**src/rtl/mem_a_read_requester_if.sv**
```systemverilog
// Bus bundle for the A-memory read requester: address FIFO, memory request/response and row output.
// Handshakes: a transfer happens on a rising edge where valid & ready are both 1; valid never depends on ready.
interface mem_a_read_requester_if #(
  parameter int BUS_WIDTH_BYTES = 32,
  parameter int ARRAY_HEIGHT    = 4
);
  localparam int DW = 8 * BUS_WIDTH_BYTES;
  localparam int IW = $clog2(ARRAY_HEIGHT);

  logic [15:0]   a_fifo_addr;
  logic          a_fifo_empty;
  logic          a_fifo_pop;
  logic          mem_req_valid;
  logic [15:0]   mem_req_addr;
  logic          mem_req_ready;
  logic          mem_rsp_valid;
  logic [DW-1:0] mem_rsp_data;
  logic          row_valid;
  logic [DW-1:0] row_data;
  logic [IW-1:0] row_idx;
  logic          row_last;
  logic          row_ready;

  modport master (
    input  a_fifo_addr, a_fifo_empty,
    output a_fifo_pop,
    output mem_req_valid, mem_req_addr,
    input  mem_req_ready,
    input  mem_rsp_valid, mem_rsp_data,
    output row_valid, row_data, row_idx, row_last,
    input  row_ready
  );

  modport slave (
    output a_fifo_addr, a_fifo_empty,
    input  a_fifo_pop,
    input  mem_req_valid, mem_req_addr,
    output mem_req_ready,
    output mem_rsp_valid, mem_rsp_data,
    input  row_valid, row_data, row_idx, row_last,
    output row_ready
  );
endinterface

```
**src/rtl/mem_a_read_requester.sv**
```systemverilog
// Pops A row addresses, issues one bus-wide read per address and returns the words in order,
// tagged with their array row index. Credits bound words popped-but-not-consumed to MAX_OUTSTANDING.
module mem_a_read_requester #(
  parameter int BUS_WIDTH_BYTES  = 32,
  parameter int DATA_WIDTH_BYTES = 1,
  parameter int ARRAY_HEIGHT     = 4,
  parameter int MAX_OUTSTANDING  = 4
) (
  input  logic                     clk,
  input  logic                     reset,
  mem_a_read_requester_if.master   bus,
  output logic                     busy,
  output logic                     err_o,
  output logic [0:0]               dbg_state
);
  localparam int DW    = 8 * BUS_WIDTH_BYTES;
  localparam int IW    = $clog2(ARRAY_HEIGHT);
  localparam int CNT_W = $clog2(MAX_OUTSTANDING + 1);
  localparam int PTR_W = (MAX_OUTSTANDING > 1) ? $clog2(MAX_OUTSTANDING) : 1;

  localparam logic [CNT_W-1:0] MAX_CNT  = CNT_W'(MAX_OUTSTANDING);
  localparam logic [PTR_W-1:0] LAST_PTR = PTR_W'(MAX_OUTSTANDING - 1);
  localparam logic [IW-1:0]    LAST_IDX = IW'(ARRAY_HEIGHT - 1);

  localparam logic [0:0] IDL = 1'b0;
  localparam logic [0:0] REQ = 1'b1;

  if ((BUS_WIDTH_BYTES % DATA_WIDTH_BYTES) != 0 || ARRAY_HEIGHT < 2 ||
      (ARRAY_HEIGHT & (ARRAY_HEIGHT - 1)) != 0 || MAX_OUTSTANDING < 1) begin : g_bad_params
    $error("mem_a_read_requester: illegal parameter combination");
  end

  logic [0:0]       state;
  logic             req_valid_q;
  logic [15:0]      req_addr_q;
  logic [CNT_W-1:0] credit_cnt;
  logic [CNT_W-1:0] pend_cnt;
  logic [CNT_W-1:0] buf_cnt;
  logic [PTR_W-1:0] wr_ptr;
  logic [PTR_W-1:0] rd_ptr;
  logic [DW-1:0]    rsp_buf [MAX_OUTSTANDING];
  logic [IW-1:0]    row_idx_q;
  logic             err_q;

  logic can_pop;
  logic pop;
  logic req_hs;
  logic row_hs;
  logic row_valid;
  logic pend_dec;
  logic rsp_drop;
  logic buf_wr;

  assign can_pop   = ~bus.a_fifo_empty & (credit_cnt < MAX_CNT);
  assign req_hs    = req_valid_q & bus.mem_req_ready;
  assign row_valid = (buf_cnt != '0);
  assign row_hs    = row_valid & bus.row_ready;

  // A response with nothing pending, or one that would overflow the buffer, is discarded and flagged.
  assign pend_dec = bus.mem_rsp_valid & (pend_cnt != '0);
  assign rsp_drop = bus.mem_rsp_valid & ((pend_cnt == '0) | ((buf_cnt == MAX_CNT) & ~row_hs));
  assign buf_wr   = bus.mem_rsp_valid & ~rsp_drop;

  always_comb begin
    pop = 1'b0;
    case (state)
      IDL:     pop = can_pop;
      REQ:     pop = bus.mem_req_ready & can_pop;
      default: pop = 1'b0;
    endcase
  end

  always_ff @(posedge clk or posedge reset) begin
    if (reset) begin
      state       <= IDL;
      req_valid_q <= 1'b0;
      req_addr_q  <= '0;
    end else begin
      case (state)
        IDL: begin
          if (pop) begin
            req_addr_q  <= bus.a_fifo_addr;
            req_valid_q <= 1'b1;
            state       <= REQ;
          end
        end
        REQ: begin
          // Back-to-back: the next address replaces the accepted one on the same edge.
          if (bus.mem_req_ready) begin
            if (pop) begin
              req_addr_q <= bus.a_fifo_addr;
            end else begin
              req_valid_q <= 1'b0;
              state       <= IDL;
            end
          end
        end
        default: begin
          req_valid_q <= 1'b0;
          state       <= IDL;
        end
      endcase
    end
  end

  always_ff @(posedge clk or posedge reset) begin
    if (reset) begin
      credit_cnt <= '0;
      pend_cnt   <= '0;
      buf_cnt    <= '0;
      wr_ptr     <= '0;
      rd_ptr     <= '0;
      row_idx_q  <= '0;
      err_q      <= 1'b0;
    end else begin
      if (pop && !row_hs)      credit_cnt <= credit_cnt + 1'b1;
      else if (!pop && row_hs) credit_cnt <= credit_cnt - 1'b1;

      if (req_hs && !pend_dec)      pend_cnt <= pend_cnt + 1'b1;
      else if (!req_hs && pend_dec) pend_cnt <= pend_cnt - 1'b1;

      if (buf_wr && !row_hs)      buf_cnt <= buf_cnt + 1'b1;
      else if (!buf_wr && row_hs) buf_cnt <= buf_cnt - 1'b1;

      if (buf_wr) wr_ptr <= (wr_ptr == LAST_PTR) ? '0 : wr_ptr + 1'b1;
      if (row_hs) rd_ptr <= (rd_ptr == LAST_PTR) ? '0 : rd_ptr + 1'b1;

      // Row index keeps counting across idle periods; only reset realigns it.
      if (row_hs) row_idx_q <= (row_idx_q == LAST_IDX) ? '0 : row_idx_q + 1'b1;

      if (rsp_drop) err_q <= 1'b1;
    end
  end

  always_ff @(posedge clk) begin
    if (buf_wr) rsp_buf[wr_ptr] <= bus.mem_rsp_data;
  end

  assign bus.a_fifo_pop    = pop;
  assign bus.mem_req_valid = req_valid_q;
  assign bus.mem_req_addr  = req_addr_q;
  assign bus.row_valid     = row_valid;
  assign bus.row_data      = row_valid ? rsp_buf[rd_ptr] : '0;
  assign bus.row_idx       = row_idx_q;
  assign bus.row_last      = row_valid & (row_idx_q == LAST_IDX);
  assign busy              = (state != IDL) | (credit_cnt != '0);
  assign err_o             = err_q;
  assign dbg_state         = state;
endmodule
```
**src/flat_wrapper.sv**
```systemverilog
// flat-port wrapper written by rule: the top's interface ports become plain ports
module mem_a_read_requester_flat 
#(
  parameter int BUS_WIDTH_BYTES  = 32,
  parameter int DATA_WIDTH_BYTES = 1,
  parameter int ARRAY_HEIGHT     = 4,
  parameter int MAX_OUTSTANDING  = 4
)
  (clk, reset, busy, err_o, dbg_state, bus_a_fifo_addr, bus_a_fifo_empty, bus_a_fifo_pop, bus_mem_req_valid, bus_mem_req_addr, bus_mem_req_ready, bus_mem_rsp_valid, bus_mem_rsp_data, bus_row_valid, bus_row_data, bus_row_idx, bus_row_last, bus_row_ready);
  mem_a_read_requester_if #(.BUS_WIDTH_BYTES(BUS_WIDTH_BYTES), .ARRAY_HEIGHT(ARRAY_HEIGHT)) bus_i ();
  input  logic clk;
  input  logic reset;
  output logic busy;
  output logic err_o;
  output logic [0:0] dbg_state;
  input wire logic [$bits(bus_i.a_fifo_addr)-1:0] bus_a_fifo_addr;
  input wire logic [$bits(bus_i.a_fifo_empty)-1:0] bus_a_fifo_empty;
  output wire logic [$bits(bus_i.a_fifo_pop)-1:0] bus_a_fifo_pop;
  output wire logic [$bits(bus_i.mem_req_valid)-1:0] bus_mem_req_valid;
  output wire logic [$bits(bus_i.mem_req_addr)-1:0] bus_mem_req_addr;
  input wire logic [$bits(bus_i.mem_req_ready)-1:0] bus_mem_req_ready;
  input wire logic [$bits(bus_i.mem_rsp_valid)-1:0] bus_mem_rsp_valid;
  input wire logic [$bits(bus_i.mem_rsp_data)-1:0] bus_mem_rsp_data;
  output wire logic [$bits(bus_i.row_valid)-1:0] bus_row_valid;
  output wire logic [$bits(bus_i.row_data)-1:0] bus_row_data;
  output wire logic [$bits(bus_i.row_idx)-1:0] bus_row_idx;
  output wire logic [$bits(bus_i.row_last)-1:0] bus_row_last;
  input wire logic [$bits(bus_i.row_ready)-1:0] bus_row_ready;
  assign bus_i.a_fifo_addr = bus_a_fifo_addr;
  assign bus_i.a_fifo_empty = bus_a_fifo_empty;
  assign bus_a_fifo_pop = bus_i.a_fifo_pop;
  assign bus_mem_req_valid = bus_i.mem_req_valid;
  assign bus_mem_req_addr = bus_i.mem_req_addr;
  assign bus_i.mem_req_ready = bus_mem_req_ready;
  assign bus_i.mem_rsp_valid = bus_mem_rsp_valid;
  assign bus_i.mem_rsp_data = bus_mem_rsp_data;
  assign bus_row_valid = bus_i.row_valid;
  assign bus_row_data = bus_i.row_data;
  assign bus_row_idx = bus_i.row_idx;
  assign bus_row_last = bus_i.row_last;
  assign bus_i.row_ready = bus_row_ready;
  mem_a_read_requester #(.BUS_WIDTH_BYTES(BUS_WIDTH_BYTES), .DATA_WIDTH_BYTES(DATA_WIDTH_BYTES), .ARRAY_HEIGHT(ARRAY_HEIGHT), .MAX_OUTSTANDING(MAX_OUTSTANDING)) u_core (.clk(clk), .reset(reset), .bus(bus_i), .busy(busy), .err_o(err_o), .dbg_state(dbg_state));
endmodule
```
**config.mk**
```make
export PLATFORM = sky130hd
export DESIGN_NAME = mem_a_read_requester_flat
export DESIGN_NICKNAME = d
export VERILOG_FILES = /design/src/rtl/mem_a_read_requester_if.sv /design/src/rtl/mem_a_read_requester.sv /design/src/flat_wrapper.sv
export SDC_FILE = /design/constraint.sdc
export NUM_CORES = 1
export LEC_CHECK = 0
export BUFFER_PORTS_ARGS = -buffer_cell sky130_fd_sc_hd__buf_2
export CAP_MARGIN = 10
export CORE_MARGIN = 5
export CORE_UTILIZATION = 57
export DETAILED_ROUTE_END_ITERATION = 12
export GPL_TIMING_DRIVEN = 0
export PLACE_DENSITY = 0.82
export SYNTH_ARGS = -nofsm -noshare
export SYNTH_HDL_FRONTEND = slang
export SYNTH_SLANG_ARGS = --single-unit
export TNS_END_PERCENT = 100
```
**constraint.sdc**
```tcl
create_clock -name clk -period 8.53 [get_ports clk]
set_clock_uncertainty 0.05 [all_clocks]
set_input_delay 0.4265 -clock clk [delete_from_list [all_inputs] [get_ports clk]]
set_output_delay 0.4265 -clock clk [all_outputs]
set_load 0.1 [all_outputs]
```
==> run summary, run 1 <==
The length in cells of the worst reg-to-reg path is 5. The actual transition at the worst max-transition pin came out at between 1 and 1.5 ns. The worst hold path belongs to the class primary input to register.

The Yosys warning count came out at 0. The endpoint identified for the worst register-to-register timing path is u_core.rsp_buf[0][200]. The overall die area came out at 0.0760 sq mm. The number of buffers added for setup after CTS came out at 0. Setup repair after global routing left no endpoint under its margin. The final setup violation count is 0. The post-detailed-route count of antenna-violating nets is 0. The global placement routability congestion is 0.794.

The required time of the worst setup path came out at around 8.1 ns. The clock sink total came out at 1058. Global routing finished with a remaining overflow of 0. Synthesis produced a netlist with a net count of 2030. The peak clock frequency supported by timing came out at between 200 and 250 MHz. The CTS buffer count came out at ~100.

The startpoint identified for the worst register-to-register timing path is u_core.pend_cnt[0]. The area growth from synthesis to layout is 26.2%. The post-route DRC violation count came out at 0. The level count of the clock H-tree came out at 3. The clock tree buffer depth is 3. The average vias per placed instance came out at 5.77. The effective utilization at floorplan came out at 0.575.

The post-layout net count is 2984. The setup path with the least slack is of type register to primary output. The ratio of final minimum period to clock period is 0.484. The count of instances resized after the clock tree is built came out at 0.

The total via count after detailed routing came out at ~22000. The global routing usage summed across all routing layers is 0.263. The relative max-transition margin is 0.238.

The clock period could shrink to 4.13 ns. The core utilization of the finished layout came out at 0.725. The launching element type of the critical path is a register. The boundary pin count is 559. The portion of the post-synthesis area used by sequential elements is 0.785. The clock transition at the registers of the reported paths is around 0.060 ns. The detailed router finished its first iteration with 1923 violations.

The largest net degree at the start of global routing is 60. The overall die height is roughly 280 um. The latest clock arrival within the worst-skew pair came out at approximately 0.65 ns. The filler-free cell count of the finished design came out at 3736.

The post-synthesis cell type count is 24. The number of buffers added on ports is 558. Max-cap violations in this run came to 0.

The clock tree from TritonCTS is done. The number of instances in the synthesized netlist is roughly 1700. The first global-routing pass estimated between 100 and 150 mm of wire. The initial antenna violation count is 14. In this run, synthesis produced a sequential element count of roughly 1100. The most common cell after layout, fill and taps aside is edfxtp_1. The number of iterations in the first detailed-routing pass came out at 6. The max-slew violation total from the final report came to 0. The final hold violation count is 0. The top cell types in the final layout, fill and taps aside, are edfxtp_1, buf_2, dlygate4sd3_1. STA classifies the critical path endpoint as a primary output.

In this run the clock root is driven by a clkbuf_16. The maximum fanout along the worst path came out at 10. The total of fill cells in the finished design is about 3900.

The number of cells in the design after placement came out at around 3300. The worst path arrival time is between 3 and 4 ns. The overall routed net length came out at 101 mm. Hold repair after CTS inserted between 200 and 300 buffers.

The fraction of layout instances using a drive strength above 1 is 0.381. The flow ran to the end, and the final reports show no timing, DRC or antenna violations. The critical path starts at u_core.rd_ptr[1].

The end point of the critical path is bus_row_data[134]. The mapped netlist covers a little over 0.04 sq mm. The HPWL after detailed placement came out at 58.7 mm. The area inside the core boundary is 0.0700 sq mm. After floorplanning, the core was divided into 97 placement rows. The worst reg-to-reg setup slack came out at 5.58 ns.

The number of global-route vias before repair came out at 23300. The die width is 276 um. The final routed wire length divided by cell count is 27.0 um. After synthesis, the mean cell area works out to 23.1 sq um.
==> cells in the mapped netlist <==
cell type / number / area share
nor4b_1: 1 / 0.00022
a21oi_1: 2 / 0.00025
nand2b_1: 2 / 0.00031
buf_6: 26 / 0.0073
mux2_2: 24 / 0.0067
xnor2_1: 3 / 0.00065
dfrtp_1: 34 / 0.021
edfxtp_1: 1024 / 0.76
and2_1: 262 / 0.041
nand2_1: 3 / 0.00028
nor3_1: 1 / 0.00012
o21ai_0: 2 / 0.00025
fa_1: 3 / 0.0015
ha_1: 9 / 0.0028
or4_1: 1 / 0.00019
o31ai_1: 1 / 0.00019
mux4_2: 256 / 0.14
inv_1: 8 / 0.00075
nor2_1: 7 / 0.00065
clkbuf_1: 33 / 0.0031
buf_2: 29 / 0.0036
xor2_1: 6 / 0.0013
or3_1: 2 / 0.00031
o22ai_1: 1 / 0.00016
==> stage by stage <==
stage	setup WS, ns	TNS [ns]	hold WS [ns]	cell area (sq um)
final	4.40	0	0.0818	50800
after global routing	4.20	0	0.0662	50800
after CTS	4.23	0	0.0382	50700
after detailed placement	4.97	0	0.419	44700
after global placement	-3.47	-3466.50	0.405	44200
after floorplan	1.17	0	0.399	40200
==> layer usage <==
metal,global-route usage,vias to the layer above,wire (um)
met5,0,-,0
met4,0.107,0,4320
met3,0.0634,252,8100
met2,0.464,1111,54000
met1,0.312,11100,34500
li1,-,9047,-
==> how the worst min path moves through the flow <==
stage                     slack (ns)         startpoint  cells past startpoint           endpoint
after floorplan                 0.40  u_core.buf_cnt[2]                      1  u_core.buf_cnt[2]
after CTS                       0.04  bus_mem_req_ready                      3   u_core.dbg_state
after global routing            0.07  bus_mem_req_ready                      3   u_core.dbg_state
final                           0.08  bus_mem_req_ready                      3   u_core.dbg_state
after global placement          0.41       u_core.err_o                      1       u_core.err_o
after detailed placement        0.42       u_core.err_o                      1       u_core.err_o
==> worst max-delay path: stages, from the launching register on <==
cell      delay [ns]
dfrtp_1         0.37
clkbuf_1        0.40
clkbuf_1        0.82
buf_2           0.48
mux4_2          0.28
and2_1          0.18
buf_2           0.45
==> logic make-up (layout without fill, tap and decap cells) <==
| group | Yosys count | after routing | synth area share |
|---|---|---|---|
| and+or+nand+nor | 279 | 279 | 0.0428 |
| buffers and inverters | 96 | 1139 | 0.0147 |
| muxes | 280 | 280 | 0.150 |
| xor gates and xnor gates | 9 | 9 | 0.00196 |
| other | 0 | 13 | 0 |
| DFF | 1058 | 1058 | 0.785 |
| AOI/OAI and AO/OA | 6 | 6 | 0.000840 |
| adders and majority gates | 12 | 12 | 0.00429 |
==> state kept, by name, summed over array words and instances, names as in the netlist <==
register,count
u_core.rsp_buf,1024
u_core.bus.mem_req_addr,16
u_core.buf_cnt,3
u_core.credit_cnt,3
u_core.pend_cnt,3
u_core.bus.row_idx,2
u_core.rd_ptr,2
u_core.wr_ptr,2
u_core.bus.mem_req_valid,1
u_core.dbg_state,1
u_core.err_o,1
==> layout make-up <==
| cell class | instances | area (sq um) | area share |
|---|---|---|---|
| diodes | 13 | 32.5 | 0.000641 |
| plain buffers | 88 | 562 | 0.0111 |
| clock buffers | 130 | 2720 | 0.0536 |
| clock inverters | 64 | 616 | 0.0121 |
| inverters | 8 | 30.0 | 0.000591 |
| multi-input cells | 586 | 8050 | 0.159 |
| flip-flops and latches | 1058 | 31600 | 0.622 |
| well taps | 940 | 1180 | 0.0232 |
| repair buffers | 849 | 5990 | 0.118 |
Power of run 1 is left out: the tool's default activity adds up to more than one toggle a clock period on the data nets, which glitch-free logic cannot reach.
==> run 2: changes to the inputs <==
==> constraint.sdc (replaced) <==
create_clock -name clk -period 3.8 [get_ports clk]
set_clock_uncertainty 0.05 [all_clocks]
set_input_delay 0.19 -clock clk [delete_from_list [all_inputs] [get_ports clk]]
set_output_delay 0.19 -clock clk [all_outputs]
set_load 0.1 [all_outputs]
==> run summary, run 2 (synthesized netlist as in run 1, its figures left out) <==
The overall die height is 276 um (unchanged). The global routing met1 resource utilization was 0.322 (+0.0103). The total buffers and inverters traversed by the critical path is 4 (unchanged). Ranked by flip-flop count, first place goes to u_core.rsp_buf. The worst setup path is of the register to primary output kind.

The filler-free cell count of the finished design is 3740 (+0.11%). The launching element type of the critical path is a register. The number of DRC markers in iteration 0 is 2361 (+23%). The post-route DRC violation count is 0 (unchanged). The global placement routability congestion is 0.830 (+4.6%). The clock sink total came out at 1058 (unchanged).

The number of iterations in the first detailed-routing pass is 5 (-1). The wire length of the first global-routing pass came out at 152 mm (+3.5%). The actual transition at the worst max-transition pin is 0.869 ns (-0.274 ns). Clock tree synthesis selected as its root buffer the cell clkbuf_16.

Based on the critical path, the design can be clocked at up to 286 MHz. The overall routed net length is 104 mm (+3.4%). The largest net degree at the start of global routing came out at 59 (-1.7%). The number of global-route vias before repair came out at 23700 (+1.6%). The max-slew violation total from the final report came out at 0 (unchanged). The die width is 276 um (unchanged). Setup repair after global routing left no endpoint under its margin. The worst hold path belongs to the class primary input to register. The final setup violation count is 0 (unchanged). After global routing, the most crowded layer is met2.

The worst path in the final design needs a cycle of 3.50 ns, including I/O delays and setup. The final routed wire length divided by cell count is 27.9 um (+3.3%). The required time of the worst setup path is 3.56 ns (-4.49 ns).

The total of fill cells in the finished design came out at 3805 (-1.3%). The delay of the slowest cell on the worst path came out at 0.51 ns (-0.31 ns). TritonCTS built the clock tree. The met2 capacity usage during global routing is 0.479 (+0.0145). The top cell types in the final layout, fill and taps aside, are edfxtp_1, buf_2, dlygate4sd3_1. The CTS buffer count was 103 (unchanged). The worst setup path is captured at a primary output.

The total via count after detailed routing is 22000 (+2.1%). The boundary pin count is 559 (unchanged). The area inside the core boundary is 0.0700 sq mm (unchanged). The level count of the clock H-tree was 3 (unchanged). The area growth from synthesis to layout is 26.4%. The worst path arrival time is 3.26 ns (-0.39 ns).

The clock transition at the registers of the reported paths came to 0.06 ns (about the same). The average vias per placed instance is 5.89 (+2.0%). The met3 demand-to-capacity share in global routing came out at 0.0649 (+0.00156). Leaving out fill and tap cells, the most frequent cell in the layout is edfxtp_1. For this design, the slowest cell found on the critical path is clkbuf_2. The post-detailed-route count of antenna-violating nets came out at 0 (unchanged). The total congestion overflow after global routing is 0 (unchanged). The flow ran to the end, and the final reports show no timing, DRC or antenna violations. The maximum fanout along the worst path came out at 10 (unchanged).

The relative max-transition margin is 0.421 (+0.182). The global routing usage summed across all routing layers came out at 0.272 (+0.00972). The signal on the critical path passes through or3_1 > buf_2 > clkbuf_2 > clkbuf_1 > and2_1 > buf_2. The number of buffers added for setup after CTS was 0 (unchanged). The max-capacitance violation count is 0 (unchanged). The number of core rows came out at 97 (unchanged). The cell occurring most often along the worst timing path is buf_2. Broken down by cell family, the worst path's largest delay share belongs to buffers and inverters.

The overall die area came out at 0.0760 sq mm (unchanged). The ratio of final minimum period to clock period is 0.921. The initial antenna violation count was 13 (-1).

The number of buffers added on ports was 558 (unchanged). The fraction of layout instances using a drive strength above 1 is 0.385 (+0.00434). The effective utilization at floorplan is 0.575 (unchanged). The HPWL after detailed placement was 59.5 mm (+1.2%).

The number of cells in the design after placement is 3255 (+0.031%). The clock tree buffer depth was 3 (unchanged). The final hold violation count came out at 0 (unchanged). The post-layout net count came to 2988 (+0.13%).

The latest clock arrival within the worst-skew pair is 0.64 ns (about the same). The flip-flop count of the largest register after layout is 1024 (unchanged).
==> run 2: cell count changes in the layout (fill, tap and decap cells not counted), moves of 3 or more <==
cell | previous run | this run
dlygate4sd3_1 | 275 | 278
clkinv_1 | 23 | 26
clkinv_16 | 4 | 1
clkinv_2 | 18 | 25
clkbuf_2 | 0 | 4
clkbuf_1 | 58 | 43
clkinvlp_4 | 5 | 10
clkinv_4 | 3 | 0
==> run 2: cell type report <==
type / instances / area, sq um / area share
Antenna cell: 12 / 30.0 / 0.000590
Buffer: 88 / 567 / 0.0111
Clock buffer: 121 / 2710 / 0.0532
Clock inverter: 74 / 654 / 0.0129
Inverter: 8 / 30.0 / 0.000590
Multi-Input combinational cell: 586 / 8050 / 0.158
Sequential cell: 1058 / 31600 / 0.621
Tap cell: 940 / 1180 / 0.0231
Timing Repair Buffer: 853 / 6040 / 0.119
==> run 2: worst reg2reg max path, stage by stage (launching register included) <==
cell and delay, ns:
dfrtp_1 0.46, o31ai_1 0.18, nor2_1 0.41, and2_4 0.81, buf_16 0.36, buf_16 0.37
==> run 2: path summary, 6_finish.rpt <==
check | from | slack (ns) | to | cells after the start
setup reg to reg | u_core.pend_cnt[0] | 0.74 | u_core.rsp_buf[2][199] | 5
hold reg to reg | u_core.bus.mem_req_addr[6] | 0.46 | u_core.bus.mem_req_addr[6] | 1
hold / removal | bus_row_ready | 0.09 | u_core.bus.row_idx[0] | 3
min in group asynchronous | reset | 0.18 | u_core.bus.mem_req_addr[10] | 3
max in group asynchronous | reset | 3.03 | u_core.err_o | 3
setup / recovery | u_core.buf_cnt[0] | 0.30 | bus_row_data[164] | 6
==> run 2: timing repair <==
| action | CTS | global route |
|---|---|---|
| hold endpoints to repair | 1078 | 0 |
| resized for setup | 4 | 0 |
| setup endpoints to repair | 80 | 0 |
| hold buffers | 278 | 0 |
==> run 2: through the flow <==
stage	hold slack [ns]	TNS (ns)	setup slack (ns)	util	cell area [sq um]
global placement	0.341	-3173.08	-3.14	0.631	44200
floorplan	0.236	-715.74	-0.699	-	40200
detailed placement	0.354	0	0.600	0.638	44700
global route	0.0706	0	0.190	0.726	50900
finish	0.0924	0	0.300	0.726	50900
CTS	0.0378	0	0.334	0.726	50800
==> run 2: layer usage <==
layer / vias to the layer above / routed length, um
met5: - / 13
met4: 2 / 5340
met3: 294 / 8790
met2: 1295 / 55200
met1: 11400 / 34900
li1: 9058 / -
Power of run 2 is left out for the same reason.
